--- config.mk ---
export PLATFORM = sky130hd
export DESIGN_NAME = branch_predict_unit
export DESIGN_NICKNAME = d
export VERILOG_FILES = /design/src/rtl/bpu_pkg.sv /design/src/rtl/branch_predict_unit_pred_queue.sv /design/src/rtl/branch_predict_unit.sv
export SDC_FILE = /design/constraint.sdc
export NUM_CORES = 1
export LEC_CHECK = 0
export CAP_MARGIN = 20
export CORE_MARGIN = 3
export CORE_UTILIZATION = 35
export CTS_CLUSTER_DIAMETER = 100
export DETAILED_ROUTE_END_ITERATION = 12
export GPL_TIMING_DRIVEN = 0
export PLACE_DENSITY = 0.6
export SYNTH_ARGS = -nofsm -noshare
export SYNTH_HDL_FRONTEND = slang
export SYNTH_SLANG_ARGS = --single-unit
--- constraint.sdc ---
create_clock -name clk -period 4.6 [get_ports clk]
set_input_delay 0.69 -clock clk [delete_from_list [all_inputs] [get_ports clk]]
set_output_delay 0.69 -clock clk [all_outputs]
set_load 0.05 [all_outputs]
--- src/rtl/bpu_pkg.sv ---
// Shared sizing, PHT counter encodings and the in-flight record type for the branch predict unit.
package bpu_pkg;
    localparam int PC_WIDTH    = 10;
    localparam int HIST_WIDTH  = 3;
    localparam int PC_IDX_BITS = 2;
    localparam int Q_DEPTH     = 4;

    localparam int PHT_IDX_W = PC_IDX_BITS + HIST_WIDTH;
    localparam int PHT_SIZE  = 1 << PHT_IDX_W;
    localparam int Q_PTR_W   = $clog2(Q_DEPTH);

    localparam logic [1:0] SNT = 2'b00;
    localparam logic [1:0] WNT = 2'b01;
    localparam logic [1:0] WT  = 2'b10;
    localparam logic [1:0] ST  = 2'b11;

    typedef logic [Q_PTR_W:0] qcnt_t;

    typedef struct packed {
        logic [PC_WIDTH-1:0]  pc;
        logic                 taken;
        logic [PHT_IDX_W-1:0] idx;
        logic                 train;
    } inflight_t;

    function automatic logic [1:0] sat_update(input logic [1:0] ctr, input logic taken);
        if (taken) return (ctr == ST)  ? ST  : ctr + 2'd1;
        else       return (ctr == SNT) ? SNT : ctr - 2'd1;
    endfunction
endpackage

--- src/rtl/branch_predict_unit_pred_queue.sv ---
// In-order circular FIFO of in-flight predictions; flush empties it by snapping head to tail.
module pred_queue
    import bpu_pkg::*;
(
    input  logic      clk,
    input  logic      rst,
    input  logic      push,
    input  inflight_t push_data,
    input  logic      pop,
    input  logic      flush,
    output inflight_t head,
    output logic      full,
    output logic      empty
);
    inflight_t          mem [Q_DEPTH];
    logic [Q_PTR_W-1:0] rd_ptr, wr_ptr;
    qcnt_t              count;

    assign full  = (count == qcnt_t'(Q_DEPTH));
    assign empty = (count == '0);
    assign head  = mem[rd_ptr];

    always_ff @(posedge clk) begin
        if (rst) begin
            rd_ptr <= '0;
            wr_ptr <= '0;
            count  <= '0;
        end else if (flush) begin
            rd_ptr <= wr_ptr;
            count  <= '0;
        end else begin
            if (push) wr_ptr <= wr_ptr + 1'b1;
            if (pop)  rd_ptr <= rd_ptr + 1'b1;
            case ({push, pop})
                2'b10:   count <= count + 1'b1;
                2'b01:   count <= count - 1'b1;
                default: count <= count;
            endcase
        end
    end

    always_ff @(posedge clk) begin
        if (push) mem[wr_ptr] <= push_data;
    end
endmodule

--- src/rtl/branch_predict_unit.sv ---
// Direction predictor: PHT of 2-bit counters indexed by {pc low bits, cache history}, with in-order resolve tracking.
module branch_predict_unit
    import bpu_pkg::*;
(
    input  logic                  clk,
    input  logic                  rst,
    input  logic                  predict_req,
    input  logic [PC_WIDTH-1:0]   fetch_pc,
    input  logic                  cache_read_hit,
    input  logic [HIST_WIDTH-1:0] cache_read_history,
    output logic                  predict_valid,
    output logic                  predict_taken,
    output logic                  predict_stall,
    input  logic                  resolve_valid,
    input  logic [PC_WIDTH-1:0]   resolve_pc,
    input  logic                  resolve_taken,
    output logic                  upd_we,
    output logic [PC_WIDTH-1:0]   upd_pc,
    output logic                  upd_taken,
    output logic                  mispredict,
    output logic                  order_error
);
    logic [1:0]           pht [PHT_SIZE];
    inflight_t            head, req_ent;
    logic [PHT_IDX_W-1:0] req_idx;
    logic                 q_full, q_empty;
    logic                 res_ok, res_bad, flush_now, accept;

    assign req_idx = {fetch_pc[PC_IDX_BITS-1:0], cache_read_history};

    // Read is the pre-update counter even when the same index trains this cycle.
    always_comb begin
        req_ent       = '0;
        req_ent.pc    = fetch_pc;
        req_ent.taken = cache_read_hit && pht[req_idx][1];
        req_ent.idx   = req_idx;
        req_ent.train = cache_read_hit;
    end

    assign res_ok        = resolve_valid && !q_empty && (resolve_pc == head.pc);
    assign res_bad       = resolve_valid && !res_ok;
    assign flush_now     = res_ok && (head.taken != resolve_taken);
    assign predict_stall = q_full;
    assign accept        = predict_req && !q_full && !flush_now;

    pred_queue u_queue (
        .clk       (clk),
        .rst       (rst),
        .push      (accept),
        .push_data (req_ent),
        .pop       (res_ok),
        .flush     (flush_now),
        .head      (head),
        .full      (q_full),
        .empty     (q_empty)
    );

    always_ff @(posedge clk) begin
        if (rst) begin
            for (int i = 0; i < PHT_SIZE; i++) pht[i] <= WNT;
        end else if (res_ok && head.train) begin
            pht[head.idx] <= sat_update(pht[head.idx], resolve_taken);
        end
    end

    always_ff @(posedge clk) begin
        if (rst) begin
            predict_valid <= 1'b0;
            predict_taken <= 1'b0;
            upd_we        <= 1'b0;
            upd_pc        <= '0;
            upd_taken     <= 1'b0;
            mispredict    <= 1'b0;
            order_error   <= 1'b0;
        end else begin
            predict_valid <= accept;
            predict_taken <= accept && req_ent.taken;
            upd_we        <= res_ok;
            mispredict    <= flush_now;
            if (res_ok) begin
                upd_pc    <= resolve_pc;
                upd_taken <= resolve_taken;
            end
            if (res_bad) order_error <= 1'b1;
        end
    end
endmodule

==> metrics.cfg, run 1 <==
[run_status]
status = completed

[power_and_ir_drop]
p_leak_nw = 2.91
power_mw = 3.20
power_density_nw_per_um2 = 375
ir_worst_vdd_v = 0.000267

[synth]
synth-seq-cells = 149
synth.cell_area_um2 = 7200
syn_area_per_cell_um2 = 14.5
ys.flop_type = edfxtp_1
synth_edf_count = 124
syn_inst = 495
yosysSeqAreaShare = 0.587
syn_nets = 530
synthDistinctLibCells = 49
ys_warn_count = 0
synthArstFlopShare = 0

[die]
io-pin-count = 46
core_um2 = 19800
die_w_um = 149
die_h_um = 149
start_util = 0.363
die_area_um2 = 22300
rows = 51

[timing]
tightest_slew_ns = 0.968
report.final.slew_viol_count = 0
setup-tns-final_ns = 0
grt_setup_unrepaired = false
post-route-period-util = 0.882
period_needed_ns = 4.06
hold_viol_final = 0
slew_headroom = 0.354
worst_slack_ns = 0.545
skew_ns = 0.0111
setup_violations = 0
fmax_ghz = 0.247

[layout]
utilization = 0.431
layout_commonest_cell = edfxtp_1
final_cell_mix = edfxtp_1 (124), mux2i_1 (61), clkdlybuf4s50_1 (45)
area_delta_synth_final_pct = 18.9
drive_above_1_share = 0.187
diodes = 0
nFillCells = 1779
nets = 594
final_cells = 837

[clock_tree]
cts.sinks = 149
cts_setup_buffers = 0
cts-root-buf = clkbuf_16
cts.reportedPaths.clkPinSlew_ns = 0.07
cts_resized = 0
cts-htree-levels = 4
clkLatencyLatePin_ns = 0.43
cts_buffers = 17
ctsHoldBuffers = 0
cts_tree = yes
clockBufferDepth = 2

[global_routing]
grt_max_degree = 18
antenna_found_initial = 0
grt_pass1_vias = 4569
overflow = 0
grtUsageTotal = 0.157
grt_first_pass_wirelength_mm = 25.9

[drt]
dr.pass1.iters = 7
vias = 4343
postRouteAntennaNets = 0
drc = 0
drt_wl_total_mm = 16.8
viasPerCell = 5.19
drt_iter0_drc = 428
post_drt_wl_per_cell_um = 20.0

[placed_design]
place_hpwl_mm = 11.7
placed_cells = 805
place_ws_ns = 0.520
place.gp.congestion = 0.876
port-buffer-count = 45

[worst_hold_path]
hold_path_depth = 2
hp-class = reg -> reg

[critical_path]
rr_endpoint = u_queue.count[2]
cp_num_buf_inv = 3
regToRegSetupSlack_ns = 0.54
crit_path_end_kind = flop
cp_num_cells = 13
cp_top_family = buffers and inverters
cp_slowest_cell = nor3_4
cp_cell_sequence = clkbuf_1 > mux4_2 > xnor2_1 > nand4_2 > nor3_4 > buf_2 > ha_1 > inv_1 > fa_1 > xor2_1 > nor2_1 > xnor2_1 > nor2_1
crit_type = reg -> reg
critPathMaxFanout = 10
r2r_cells = 13
crit_required_ns = 4.92
start_kind = flop
cp_slowest_stage_delay_ns = 0.54
cp-endpoint = u_queue.count[2]
worst_ep_arrival_time_ns = 4.38

[job]
drv_cap = 0

==> sequential cells by signal, summed over array words and instances, names as in the netlist, named ones only <==
| register | count |
|---|---|
| order_error | 1 |
| upd_we | 1 |
| u_queue.rd_ptr | 2 |
| predict_valid | 1 |
| u_queue.mem | 60 |
| u_queue.wr_ptr | 2 |
| upd_taken | 1 |
| pht | 64 |
| mispredict | 1 |
| predict_taken | 1 |
| u_queue.count | 3 |
| upd_pc | 10 |
==> per-stage QoR <==
step / area [um2] / hold slack, ns
finish: 8560 / 0.480
global route: 8560 / 0.519
CTS: 8560 / 0.488
detailed placement: 7980 / 0.472
global placement: 7980 / 0.466
floorplan: 7200 / 0.481
==> Yosys cell counts (all sizes together) (9+ instances only) <==
| library cell | number | area share |
|---|---|---|
| a21o | 25 | 0.026 |
| a22oi | 9 | 0.0094 |
| buf | 28 | 0.029 |
| clkbuf | 12 | 0.0063 |
| dfxtp | 25 | 0.070 |
| edfxtp | 124 | 0.52 |
| mux2i | 61 | 0.085 |
| mux4 | 25 | 0.082 |
| nand3 | 29 | 0.020 |
| nor2 | 27 | 0.014 |
| nor3 | 34 | 0.037 |
| xnor2 | 13 | 0.018 |
==> how the worst min path moves through the flow <==
stage	from	endpoint	slack [ns]
final	order_error	order_error	0.48
after floorplan	u_queue.count[1]	u_queue.count[1]	0.48
after CTS	order_error	order_error	0.49
after global routing	order_error	order_error	0.52
after detailed placement	order_error	order_error	0.47
after global placement	order_error	order_error	0.47
==> worst register-to-register path: stages, from the launching register on <==
cell and delay (ns):
dfxtp_1 0.51, clkbuf_1 0.54, mux4_2 0.44, xnor2_1 0.19, nand4_2 0.19, nor3_4 0.55, buf_2 0.43, ha_1 0.24
inv_1 0.06, fa_1 0.37, xor2_1 0.15, nor2_1 0.12, xnor2_1 0.13, nor2_1 0.05
==> power breakdown <==
group	internal, mW	switching, mW	total (mW)
clock network	0.725	0.619	1.34
logic	0.132	0.213	0.345
registers	1.50	0.0145	1.52
==> layer usage <==
metal	up-vias	global-route usage	part of all wire
met5	-	0	0
met1	2155	0.194	0.42
met3	27	0.0460	0.062
li1	2031	-	-
met2	130	0.266	0.50
met4	0	0.0494	0.019
==> cell families after synthesis <==
kind of cell / share of synthesized area
and+or+nand+nor: 0.122
xor gates and xnor gates: 0.0203
buffers and inverters: 0.0396
AOI/OAI and AO/OA: 0.0497
DFF: 0.587
adders and majority gates: 0.0146
muxes: 0.167
==> final cells by class <==
| type | count | area, um2 | area share |
|---|---|---|---|
| clock inverter | 15 | 150 | 0.0175 |
| tap | 265 | 332 | 0.0388 |
| clock buffer | 17 | 425 | 0.0497 |
| multi-input combinational | 298 | 2690 | 0.314 |
| timing repair buffer | 45 | 450 | 0.0526 |
| inverter | 8 | 30.0 | 0.00351 |
| sequential | 149 | 4220 | 0.494 |
| buffer | 40 | 255 | 0.0298 |
(Power assumes the default switching activity.)
==> run 2: changes to the inputs <==
--- a/config.mk
+++ b/config.mk
@@ -12,6 +12,7 @@
 export DETAILED_ROUTE_END_ITERATION = 12
 export GPL_TIMING_DRIVEN = 0
 export PLACE_DENSITY = 0.6
+export SKIP_CTS_REPAIR_TIMING = 1
 export SYNTH_ARGS = -nofsm -noshare
 export SYNTH_HDL_FRONTEND = slang
 export SYNTH_SLANG_ARGS = --single-unit
==> results of run 2 <==
No change in the layout: final DEF, timing and power equal those of run 1.
